--- src/rtl/bp_cce_lite_responder_if.sv ---
// Handshake bundle between the LCE/memory side and the lite coherence responder.
// slave  : responder view (requests, acks and memory responses come in; commands go out)
// master : LCE/memory view, used by whoever drives the responder
interface bp_cce_lite_responder_if #(
  parameter int paddr_width_p     = 40,
  parameter int dword_width_p     = 64,
  parameter int cce_block_width_p = 512
);
  logic                         lce_req_v_i;
  logic                         lce_req_ready_o;
  logic [1:0]                   lce_req_type_i;
  logic [paddr_width_p-1:0]     lce_req_addr_i;
  logic [dword_width_p-1:0]     lce_req_data_i;

  logic                         lce_cmd_v_o;
  logic                         lce_cmd_ready_i;
  logic [1:0]                   lce_cmd_type_o;
  logic [paddr_width_p-1:0]     lce_cmd_addr_o;
  logic [cce_block_width_p-1:0] lce_cmd_data_o;

  logic                         lce_resp_v_i;
  logic                         lce_resp_ready_o;

  logic                         mem_cmd_v_o;
  logic                         mem_cmd_ready_i;
  logic                         mem_cmd_w_o;
  logic                         mem_cmd_uc_o;
  logic [paddr_width_p-1:0]     mem_cmd_addr_o;
  logic [dword_width_p-1:0]     mem_cmd_data_o;

  logic                         mem_resp_v_i;
  logic                         mem_resp_yumi_o;
  logic [cce_block_width_p-1:0] mem_resp_data_i;

  modport slave (
    input  lce_req_v_i, lce_req_type_i, lce_req_addr_i, lce_req_data_i,
    output lce_req_ready_o,
    output lce_cmd_v_o, lce_cmd_type_o, lce_cmd_addr_o, lce_cmd_data_o,
    input  lce_cmd_ready_i,
    input  lce_resp_v_i,
    output lce_resp_ready_o,
    output mem_cmd_v_o, mem_cmd_w_o, mem_cmd_uc_o, mem_cmd_addr_o, mem_cmd_data_o,
    input  mem_cmd_ready_i,
    input  mem_resp_v_i, mem_resp_data_i,
    output mem_resp_yumi_o
  );

  modport master (
    output lce_req_v_i, lce_req_type_i, lce_req_addr_i, lce_req_data_i,
    input  lce_req_ready_o,
    input  lce_cmd_v_o, lce_cmd_type_o, lce_cmd_addr_o, lce_cmd_data_o,
    output lce_cmd_ready_i,
    output lce_resp_v_i,
    input  lce_resp_ready_o,
    input  mem_cmd_v_o, mem_cmd_w_o, mem_cmd_uc_o, mem_cmd_addr_o, mem_cmd_data_o,
    output mem_cmd_ready_i,
    output mem_resp_v_i, mem_resp_data_i,
    input  mem_resp_yumi_o
  );
endinterface

--- src/rtl/bp_cce_lite_responder.sv ---
// Single-LCE coherence responder. Takes one LCE request at a time, performs the
// block or dword memory access, returns the result as an LCE command and, for
// cached fills, waits for the coherence ack (bounded by ack_timeout_p).
// Ports: clk_i, reset_n_i (async, active-low); bus (slave modport) carries the
// LCE req/cmd/resp and memory cmd/resp channels; busy_o, err_o (sticky ack
// timeout), txn_count_o (completed transactions, wraps).
//
// state      | meaning
// IDLE       | ready for an LCE request
// MEM_CMD    | presenting the memory command
// MEM_RESP   | waiting for / consuming the memory response
// LCE_CMD    | presenting the fill or uncached result to the LCE
// WAIT_ACK   | cached fill sent, waiting for the coherence ack
module bp_cce_lite_responder #(
  parameter int paddr_width_p     = 40,
  parameter int dword_width_p     = 64,
  parameter int cce_block_width_p = 512,
  parameter int ack_timeout_p     = 1024
) (
  input  logic                       clk_i,
  input  logic                       reset_n_i,
  bp_cce_lite_responder_if.slave     bus,
  output logic                       busy_o,
  output logic                       err_o,
  output logic [15:0]                txn_count_o
);

  localparam int offset_lp = $clog2(cce_block_width_p / 8);
  localparam int tmr_w_lp  = $clog2(ack_timeout_p);
  localparam logic [tmr_w_lp-1:0] tmr_load_lp = tmr_w_lp'(ack_timeout_p - 1);
  localparam logic [paddr_width_p-1:0] blk_mask_lp =
    {{(paddr_width_p - offset_lp){1'b1}}, {offset_lp{1'b0}}};

  typedef enum logic [2:0] {
    S_IDLE, S_MEM_CMD, S_MEM_RESP, S_LCE_CMD, S_WAIT_ACK
  } state_e;

  state_e                       state_r, state_n;
  logic [1:0]                   type_r;
  logic [paddr_width_p-1:0]     addr_r;
  logic [dword_width_p-1:0]     wdata_r;
  logic [cce_block_width_p-1:0] data_r;
  logic [tmr_w_lp-1:0]          tmr_r;
  logic                         err_r;
  logic [15:0]                  txn_r;

  logic req_hs, resp_hs, ack_hs, timeout, done;

  // Handshake decodes; outputs themselves come only from state/registers.
  assign req_hs  = (state_r == S_IDLE)     & bus.lce_req_v_i;
  assign resp_hs = (state_r == S_MEM_RESP) & bus.mem_resp_v_i;
  assign ack_hs  = (state_r == S_WAIT_ACK) & bus.lce_resp_v_i;
  // Timer runs down from ack_timeout_p-1, so zero is hit on the
  // ack_timeout_p-th cycle spent in WAIT_ACK.
  assign timeout = (state_r == S_WAIT_ACK) & ~bus.lce_resp_v_i & (tmr_r == '0);
  assign done    = ack_hs |
                   ((state_r == S_LCE_CMD) & bus.lce_cmd_ready_i & type_r[1]);

  always_comb begin
    state_n = state_r;
    unique case (state_r)
      S_IDLE:     if (bus.lce_req_v_i)     state_n = S_MEM_CMD;
      S_MEM_CMD:  if (bus.mem_cmd_ready_i) state_n = S_MEM_RESP;
      S_MEM_RESP: if (bus.mem_resp_v_i)    state_n = S_LCE_CMD;
      S_LCE_CMD:  if (bus.lce_cmd_ready_i) state_n = type_r[1] ? S_IDLE : S_WAIT_ACK;
      S_WAIT_ACK: if (ack_hs | timeout)    state_n = S_IDLE;
      default:                             state_n = S_IDLE;
    endcase
  end

  always_ff @(posedge clk_i or negedge reset_n_i) begin
    if (!reset_n_i) begin
      state_r <= S_IDLE;
      type_r  <= '0;
      addr_r  <= '0;
      wdata_r <= '0;
      data_r  <= '0;
      tmr_r   <= tmr_load_lp;
      err_r   <= 1'b0;
      txn_r   <= '0;
    end else begin
      state_r <= state_n;
      if (req_hs) begin
        type_r  <= bus.lce_req_type_i;
        // Alignment is applied once here so memory and LCE see the same address.
        addr_r  <= bus.lce_req_type_i[1] ? bus.lce_req_addr_i
                                         : (bus.lce_req_addr_i & blk_mask_lp);
        wdata_r <= bus.lce_req_data_i;
      end
      if (resp_hs) begin
        if (type_r == 2'd3)
          data_r <= '0;
        else if (type_r[1])
          data_r <= {{(cce_block_width_p - dword_width_p){1'b0}},
                     bus.mem_resp_data_i[dword_width_p-1:0]};
        else
          data_r <= bus.mem_resp_data_i;
      end
      if (state_r != S_WAIT_ACK)
        tmr_r <= tmr_load_lp;
      else if (!bus.lce_resp_v_i && tmr_r != '0)
        tmr_r <= tmr_r - 1'b1;
      if (timeout) err_r <= 1'b1;
      if (done)    txn_r <= txn_r + 16'd1;
    end
  end

  assign bus.lce_req_ready_o  = (state_r == S_IDLE);
  assign bus.mem_cmd_v_o      = (state_r == S_MEM_CMD);
  assign bus.mem_cmd_w_o      = (type_r == 2'd3);
  assign bus.mem_cmd_uc_o     = type_r[1];
  assign bus.mem_cmd_addr_o   = addr_r;
  assign bus.mem_cmd_data_o   = wdata_r;
  assign bus.mem_resp_yumi_o  = resp_hs;
  assign bus.lce_cmd_v_o      = (state_r == S_LCE_CMD);
  assign bus.lce_cmd_type_o   = type_r;
  assign bus.lce_cmd_addr_o   = addr_r;
  assign bus.lce_cmd_data_o   = data_r;
  assign bus.lce_resp_ready_o = (state_r == S_WAIT_ACK);

  assign busy_o      = (state_r != S_IDLE);
  assign err_o       = err_r;
  assign txn_count_o = txn_r;

endmodule

--- src/flat_wrapper.sv ---
// flat-port wrapper written by rule: the top's interface ports become plain ports
module bp_cce_lite_responder_flat 
#(
  parameter int paddr_width_p     = 40,
  parameter int dword_width_p     = 64,
  parameter int cce_block_width_p = 512,
  parameter int ack_timeout_p     = 1024
)
  (clk_i, reset_n_i, busy_o, err_o, txn_count_o, bus_lce_req_v_i, bus_lce_req_type_i, bus_lce_req_addr_i, bus_lce_req_data_i, bus_lce_req_ready_o, bus_lce_cmd_v_o, bus_lce_cmd_type_o, bus_lce_cmd_addr_o, bus_lce_cmd_data_o, bus_lce_cmd_ready_i, bus_lce_resp_v_i, bus_lce_resp_ready_o, bus_mem_cmd_v_o, bus_mem_cmd_w_o, bus_mem_cmd_uc_o, bus_mem_cmd_addr_o, bus_mem_cmd_data_o, bus_mem_cmd_ready_i, bus_mem_resp_v_i, bus_mem_resp_data_i, bus_mem_resp_yumi_o);
  bp_cce_lite_responder_if #(.paddr_width_p(paddr_width_p), .dword_width_p(dword_width_p), .cce_block_width_p(cce_block_width_p)) bus_i ();
  input  logic clk_i;
  input  logic reset_n_i;
  output logic busy_o;
  output logic err_o;
  output logic [15:0] txn_count_o;
  input wire logic [$bits(bus_i.lce_req_v_i)-1:0] bus_lce_req_v_i;
  input wire logic [$bits(bus_i.lce_req_type_i)-1:0] bus_lce_req_type_i;
  input wire logic [$bits(bus_i.lce_req_addr_i)-1:0] bus_lce_req_addr_i;
  input wire logic [$bits(bus_i.lce_req_data_i)-1:0] bus_lce_req_data_i;
  output wire logic [$bits(bus_i.lce_req_ready_o)-1:0] bus_lce_req_ready_o;
  output wire logic [$bits(bus_i.lce_cmd_v_o)-1:0] bus_lce_cmd_v_o;
  output wire logic [$bits(bus_i.lce_cmd_type_o)-1:0] bus_lce_cmd_type_o;
  output wire logic [$bits(bus_i.lce_cmd_addr_o)-1:0] bus_lce_cmd_addr_o;
  output wire logic [$bits(bus_i.lce_cmd_data_o)-1:0] bus_lce_cmd_data_o;
  input wire logic [$bits(bus_i.lce_cmd_ready_i)-1:0] bus_lce_cmd_ready_i;
  input wire logic [$bits(bus_i.lce_resp_v_i)-1:0] bus_lce_resp_v_i;
  output wire logic [$bits(bus_i.lce_resp_ready_o)-1:0] bus_lce_resp_ready_o;
  output wire logic [$bits(bus_i.mem_cmd_v_o)-1:0] bus_mem_cmd_v_o;
  output wire logic [$bits(bus_i.mem_cmd_w_o)-1:0] bus_mem_cmd_w_o;
  output wire logic [$bits(bus_i.mem_cmd_uc_o)-1:0] bus_mem_cmd_uc_o;
  output wire logic [$bits(bus_i.mem_cmd_addr_o)-1:0] bus_mem_cmd_addr_o;
  output wire logic [$bits(bus_i.mem_cmd_data_o)-1:0] bus_mem_cmd_data_o;
  input wire logic [$bits(bus_i.mem_cmd_ready_i)-1:0] bus_mem_cmd_ready_i;
  input wire logic [$bits(bus_i.mem_resp_v_i)-1:0] bus_mem_resp_v_i;
  input wire logic [$bits(bus_i.mem_resp_data_i)-1:0] bus_mem_resp_data_i;
  output wire logic [$bits(bus_i.mem_resp_yumi_o)-1:0] bus_mem_resp_yumi_o;
  assign bus_i.lce_req_v_i = bus_lce_req_v_i;
  assign bus_i.lce_req_type_i = bus_lce_req_type_i;
  assign bus_i.lce_req_addr_i = bus_lce_req_addr_i;
  assign bus_i.lce_req_data_i = bus_lce_req_data_i;
  assign bus_lce_req_ready_o = bus_i.lce_req_ready_o;
  assign bus_lce_cmd_v_o = bus_i.lce_cmd_v_o;
  assign bus_lce_cmd_type_o = bus_i.lce_cmd_type_o;
  assign bus_lce_cmd_addr_o = bus_i.lce_cmd_addr_o;
  assign bus_lce_cmd_data_o = bus_i.lce_cmd_data_o;
  assign bus_i.lce_cmd_ready_i = bus_lce_cmd_ready_i;
  assign bus_i.lce_resp_v_i = bus_lce_resp_v_i;
  assign bus_lce_resp_ready_o = bus_i.lce_resp_ready_o;
  assign bus_mem_cmd_v_o = bus_i.mem_cmd_v_o;
  assign bus_mem_cmd_w_o = bus_i.mem_cmd_w_o;
  assign bus_mem_cmd_uc_o = bus_i.mem_cmd_uc_o;
  assign bus_mem_cmd_addr_o = bus_i.mem_cmd_addr_o;
  assign bus_mem_cmd_data_o = bus_i.mem_cmd_data_o;
  assign bus_i.mem_cmd_ready_i = bus_mem_cmd_ready_i;
  assign bus_i.mem_resp_v_i = bus_mem_resp_v_i;
  assign bus_i.mem_resp_data_i = bus_mem_resp_data_i;
  assign bus_mem_resp_yumi_o = bus_i.mem_resp_yumi_o;
  bp_cce_lite_responder #(.paddr_width_p(paddr_width_p), .dword_width_p(dword_width_p), .cce_block_width_p(cce_block_width_p), .ack_timeout_p(ack_timeout_p)) u_core (.clk_i(clk_i), .reset_n_i(reset_n_i), .bus(bus_i), .busy_o(busy_o), .err_o(err_o), .txn_count_o(txn_count_o));
endmodule
--- config.mk ---
export PLATFORM = sky130hd
export DESIGN_NAME = bp_cce_lite_responder_flat
export DESIGN_NICKNAME = d
export VERILOG_FILES = /design/src/rtl/bp_cce_lite_responder_if.sv /design/src/rtl/bp_cce_lite_responder.sv /design/src/flat_wrapper.sv
export SDC_FILE = /design/constraint.sdc
export NUM_CORES = 1
export LEC_CHECK = 0
export BUFFER_PORTS_ARGS = -buffer_cell sky130_fd_sc_hd__buf_2
export CAP_MARGIN = 20
export CORE_AREA = 2 2 514 516
export CTS_CLUSTER_SIZE = 20
export DETAILED_ROUTE_END_ITERATION = 6
export DIE_AREA = 0 0 516 518
export SLEW_MARGIN = 20
export SYNTH_ARGS = -nofsm -noshare
export SYNTH_HDL_FRONTEND = slang
export SYNTH_SLANG_ARGS = --single-unit
export TNS_END_PERCENT = 30
--- constraint.sdc ---
create_clock -name clk_i -period 1.8 [get_ports clk_i]
set_input_delay 0.27 -clock clk_i [delete_from_list [all_inputs] [get_ports clk_i]]
set_output_delay 0.27 -clock clk_i [all_outputs]
set_load 0.01 [all_outputs]
# Word level (Yosys, flattened, before mapping)
# Index checks and enable logic that the tools add are counted.
# classes
bitwise_logic	10
n_eq_ne	11
mux	12
n_addsub	2
reduce_logical	8
# ops
op	count
$mux 512	2
$mux 10	2
$mux 3	6
$add 16x1->16 const B	1
$pmux 3 s5	1
$logic_not 10->1	1
$reduce_bool 10->1	1
$sub 10x1->10 const B	1
$and 1x1->1	7
$eq 3x2->1 const B	2
$mux 6	1
$ne 2x1->1 const B	3
$reduce_and 5->1	1
$ne 2x2->1 const B	2
$eq 3x1->1 const B	1
$eq 3x3->1 const B	1
$logic_not 3->1	1
$ne 3x3->1 const B	1
$reduce_bool 3->1	1
$eq 2x2->1 const B	1
$or 1x1->1	2
$reduce_bool 2->1	1
$logic_and 1x1->1	1
$logic_not 1->1	1
$not 1->1	1
# totals
elab_cells	51
output_inout_bits	683
register_bits	648
input_bits	625

# Logic depth before layout (Yosys ltp)
# depth
word_depth	6
depth_mapped	9

# Worst setup path before layout
# Ideal clock, no wire load.
# synth_timing
kind	register to output
start	reg u_core.type_r[1] (netlist: u_core.bus.lce_cmd_type_o[1])
end	out bus_mem_cmd_w_o
t_arrival_ns	1.389
path_slack_ns	0.141
n_path_buf	3
stages_incl_launch_ff	6
cell_sequence	dfrtp_1 clkbuf_1 nand2_1 clkbuf_1 buf_1 inv_1
# synth_between
elab_chain_len	1
# synth_lines
element	line_no	text
start: declaration	bp_cce_lite_responder.sv:39	logic [1:0] type_r;
start signal: assignment	bp_cce_lite_responder.sv:84	type_r <= bus.lce_req_type_i;
$eq 2x2->1	bp_cce_lite_responder.sv:110	assign bus.mem_cmd_w_o = (type_r == 2'd3);
end: declaration	flat_wrapper.sv:29	output wire logic [$bits(bus_i.mem_cmd_w_o)-1:0] bus_mem_cmd_w_o;
# No other way between the ends.

# Final worst setup path
# layout_timing
start	reg u_core.state_r[1]
end	out busy_o
# layout_between
elab_chain_len	1
# layout_lines
element	line_no	text
start: declaration	bp_cce_lite_responder.sv:38	state_e state_r, state_n;
start signal: assignment	bp_cce_lite_responder.sv:82	state_r <= state_n;
$reduce_bool 3->1	bp_cce_lite_responder.sv:121	assign busy_o = (state_r != S_IDLE);
end: declaration	flat_wrapper.sv:13	output logic busy_o;
# No other way between the ends.

==> results.py <==
metrics = {
    "sta": {
        "slew_headroom_pct": 60.8,
        "hold_violations": 0,
        "layout_setup_ws_ns": -0.246,
        "slew_violations": 0,
        "skew_ns": 0.0314,
        "fin_setup_tns_ns": -1.83,
        "rsz0062_at_grt": "yes",
        "worst_slew_pin_slew_ns": 0.586,
        "finalCritPeriodShare_pct": 114,
        "maxClockFrequency_ghz": 0.489,
        "holdWs_ns": 0.0808,
        "final-setup-viol-count": 17,
        "fin_crit_ns": 2.05,
    },
    "drt": {
        "wl_per_cell_um": 22.8,
        "vias": 28900,
        "viasPerCell": 3.41,
        "drt_first_pass_iters": 5,
        "drt_iter0_markers": 2007,
        "drc": 0,
        "antenna_left": 0,
        "wl_mm": 193,
    },
    "synthesis": {
        "yosysWarnings": 0,
        "synth_area_sq_um": 26900,
        "synthAdderAreaFrac_pct": 0.140,
        "synth_xor_area_share_pct": 0.554,
        "ys_async_sr_fraction_pct": 100,
        "yosysMostFrequentCell": "nand2_1",
        "synth_top_family_by_area": "simple AND/OR/NAND/NOR gates",
        "synth-edff-count": 0,
        "synth_flop_cell": "dfrtp_1",
        "synth_mux_area_share_pct": 0.0419,
        "synth_top_area_share_pct": 59.4,
        "syn_inst": 2853,
        "synth_common_cells": "nand2_1, dfrtp_1, o21ai_0",
        "synthTopCellsByArea": "dfrtp_1, nand2_1, nand2b_1",
        "synth_seq_cells": 648,
        "synth.lib_cells_used.distinct": 40,
        "avgSynthCellArea_sq_um": 9.41,
        "yosysTopAreaCell": "dfrtp_1",
        "synth_compound_area_share_pct": 9.02,
        "yosysSeqAreaShare_pct": 60.4,
        "synth-simple-area-share_pct": 25.4,
        "synth_nets": 3481,
    },
    "grt": {
        "track_usage_pct": 13.4,
        "grt_overflow": 0,
        "grt_first_pass_wirelength_mm": 244,
        "antenna_found_initial": 223,
        "grt_pass1_vias": 27500,
        "grt_max_degree": 150,
    },
    "final_layout": {
        "fin_cells": 8468,
        "drive_above_1_share_pct": 34.0,
        "fin_util_pct": 18.5,
        "fin_area_sq_um": 48500,
        "multi_input_area_sq_um": 9600,
        "area_growth_pct": 80.6,
        "fillers": 29000,
        "fin_nets": 5419,
        "register_area_sq_um": 16200,
    },
    "placed_design": {
        "dpl.hpwl_mm": 152,
        "io_buffer_count": 1307,
        "dp.cells": 7541,
        "pre_cts_ws_ns": 0.0725,
        "gp_congestion": 0.929,
        "placed_cell_area_sq_um": 37900,
    },
    "die": {
        "dieWidth_um": 516,
        "start_util_pct": 10.3,
        "coreArea_sq_um": 262000,
        "fp.dieH_um": 518,
        "num_rows": 188,
        "io-pin-count": 1308,
        "die-area_sq_um": 267000,
    },
    "min_path": {
        "min_to": "u_core.bus.lce_cmd_data_o[311]",
        "hold_path_class": "primary input to register",
        "worstHoldStart": "bus_mem_resp_data_i[311]",
        "min_path_cells": 3,
    },
    "critical_path": {
        "cp_max_fo": 4,
        "cp.required_ns": 1.53,
        "crit_path_end_kind": "output port",
        "r2r_cells": 10,
        "startpoint_type": "register",
        "crit_type": "register to output port",
        "arrival_ns": 1.78,
        "regToRegSetupSlack_ns": -0.04,
        "regToRegStartpoint": "u_core.state_r[0]",
        "r2r-end": "u_core.bus.lce_cmd_data_o[201]",
    },
    "power": {
        "powerDensity_nw_per_um2": 1600,
        "vdd_ir_drop_max_uv": 829,
        "leakagePower_nw": 23.7,
        "total_power_mw": 77.6,
    },
    "status": {
        "status": "finished, violations left",
        "violations": "setup timing",
    },
    "clock_tree": {
        "cts.reportedPaths.clkPinSlew_ns": 0.06,
        "clockRootBuffer": "clkbuf_16",
        "cts_buffers": 84,
        "cts_tree": "yes",
        "clock_sinks": 648,
        "cts_max_level": 3,
        "clkLatencyLatePin_ns": 0.73,
        "clk_path_buf_depth": 3,
    },
    "flow_run": {
        "drv_cap": 0,
    },
}
[how the worst max path moves through the flow]
stage / start / endpoint / slack [ns] / cells after the start
2_1_floorplan: u_core.bus.lce_cmd_type_o[1] / bus_mem_cmd_w_o / 0.14 / 5
3_3_place_gp: u_core.state_r[1] / u_core.bus.lce_cmd_type_o[1] / 0.07 / 6
3_5_place_dp: u_core.state_r[1] / u_core.bus.lce_cmd_data_o[99] / 0.07 / 5
4_1_cts: u_core.state_r[2] / bus_mem_resp_yumi_o / -0.36 / 6
5_1_grt: u_core.state_r[1] / busy_o / -0.34 / 5
6_report: u_core.state_r[1] / busy_o / -0.25 / 5
[critical path, cell delays in order (launching register included)]
cell and delay, ns:
dfrtp_1 0.42, buf_6 0.15, nor3_4 0.21, buf_6 0.15, inv_4 0.03, buf_6 0.11
[what timing repair did]
| action | in CTS | in global routing |
|---|---|---|
| gates cloned | 5 | 19 |
| pin swaps | 5 | 13 |
| endpoints found under the setup margin | 13 | 275 |
| hold endpoints to repair | 1211 | 0 |
| buffers inserted | 14 | 19 |
| gates resized for setup | 48 | 122 |
| hold buffers | 626 | 0 |
[layout by cell type, fill, tap and decap left out, types with 6 or more instances in the layout]
cell,count
inv_6,8
o21ai_0,383
clkbuf_1,17
nand2_1,894
o21ai_1,62
buf_16,12
diode_2,94
clkinv_4,6
dfrtp_1,634
clkinv_2,8
buf_2,1297
clkbuf_8,20
buf_8,9
buf_4,80
o21ai_2,6
clkbuf_16,97
buf_6,24
nand3_1,78
dfstp_2,10
dlygate4sd3_1,626
bufinv_16,6
nand4_1,10
nand2b_1,445
buf_12,29
xnor2_1,14
[power breakdown]
group	internal (mW)	switching [mW]
Combinational	13.3	20.7
Sequential	21.3	4.18
Clock	10.4	7.64
[cells by family (layout without fill, tap and decap cells)]
| family | after synthesis | in the layout |
|---|---|---|
| AOI/OAI and AO/OA | 470 | 470 |
| xor gates and xnor gates | 17 | 17 |
| other | 0 | 94 |
| and+or+nand+nor | 1465 | 1465 |
| adders and majority gates | 3 | 3 |
| muxes | 1 | 1 |
| DFF | 648 | 648 |
| buffers and inverters | 249 | 2255 |
[final cells by class]
| class | count | area share [%] |
|---|---|---|
| Antenna cell | 94 | 0.485 |
| Timing Repair Buffer | 2093 | 31.1 |
| Sequential cell | 648 | 33.5 |
| Inverter | 8 | 0.0929 |
| Tap cell | 3515 | 9.07 |
| Multi-Input combinational cell | 1956 | 19.8 |
| Clock inverter | 33 | 0.921 |
| Clock buffer | 121 | 5.03 |
[metal layers]
metal  up-vias  part of all wire (%)  GRT usage (%)
met1     13700                    43           17.3
met4       146                   4.7           5.64
met2      1535                    41           19.6
li1      13100                     -              -
met5         -                  0.48              0
met3       414                    11           5.25
[registers in the layout (all words and copies together) (netlist names)]
name / cells
u_core.bus.lce_cmd_addr_o: 40
u_core.bus.lce_cmd_type_o: 2
u_core.tmr_r: 10
u_core.state_r: 3
u_core.bus.mem_cmd_data_o: 64
u_core.err_o: 1
u_core.bus.lce_cmd_data_o: 512
u_core.txn_count_o: 16
Power figures use the tool's default switching activity.
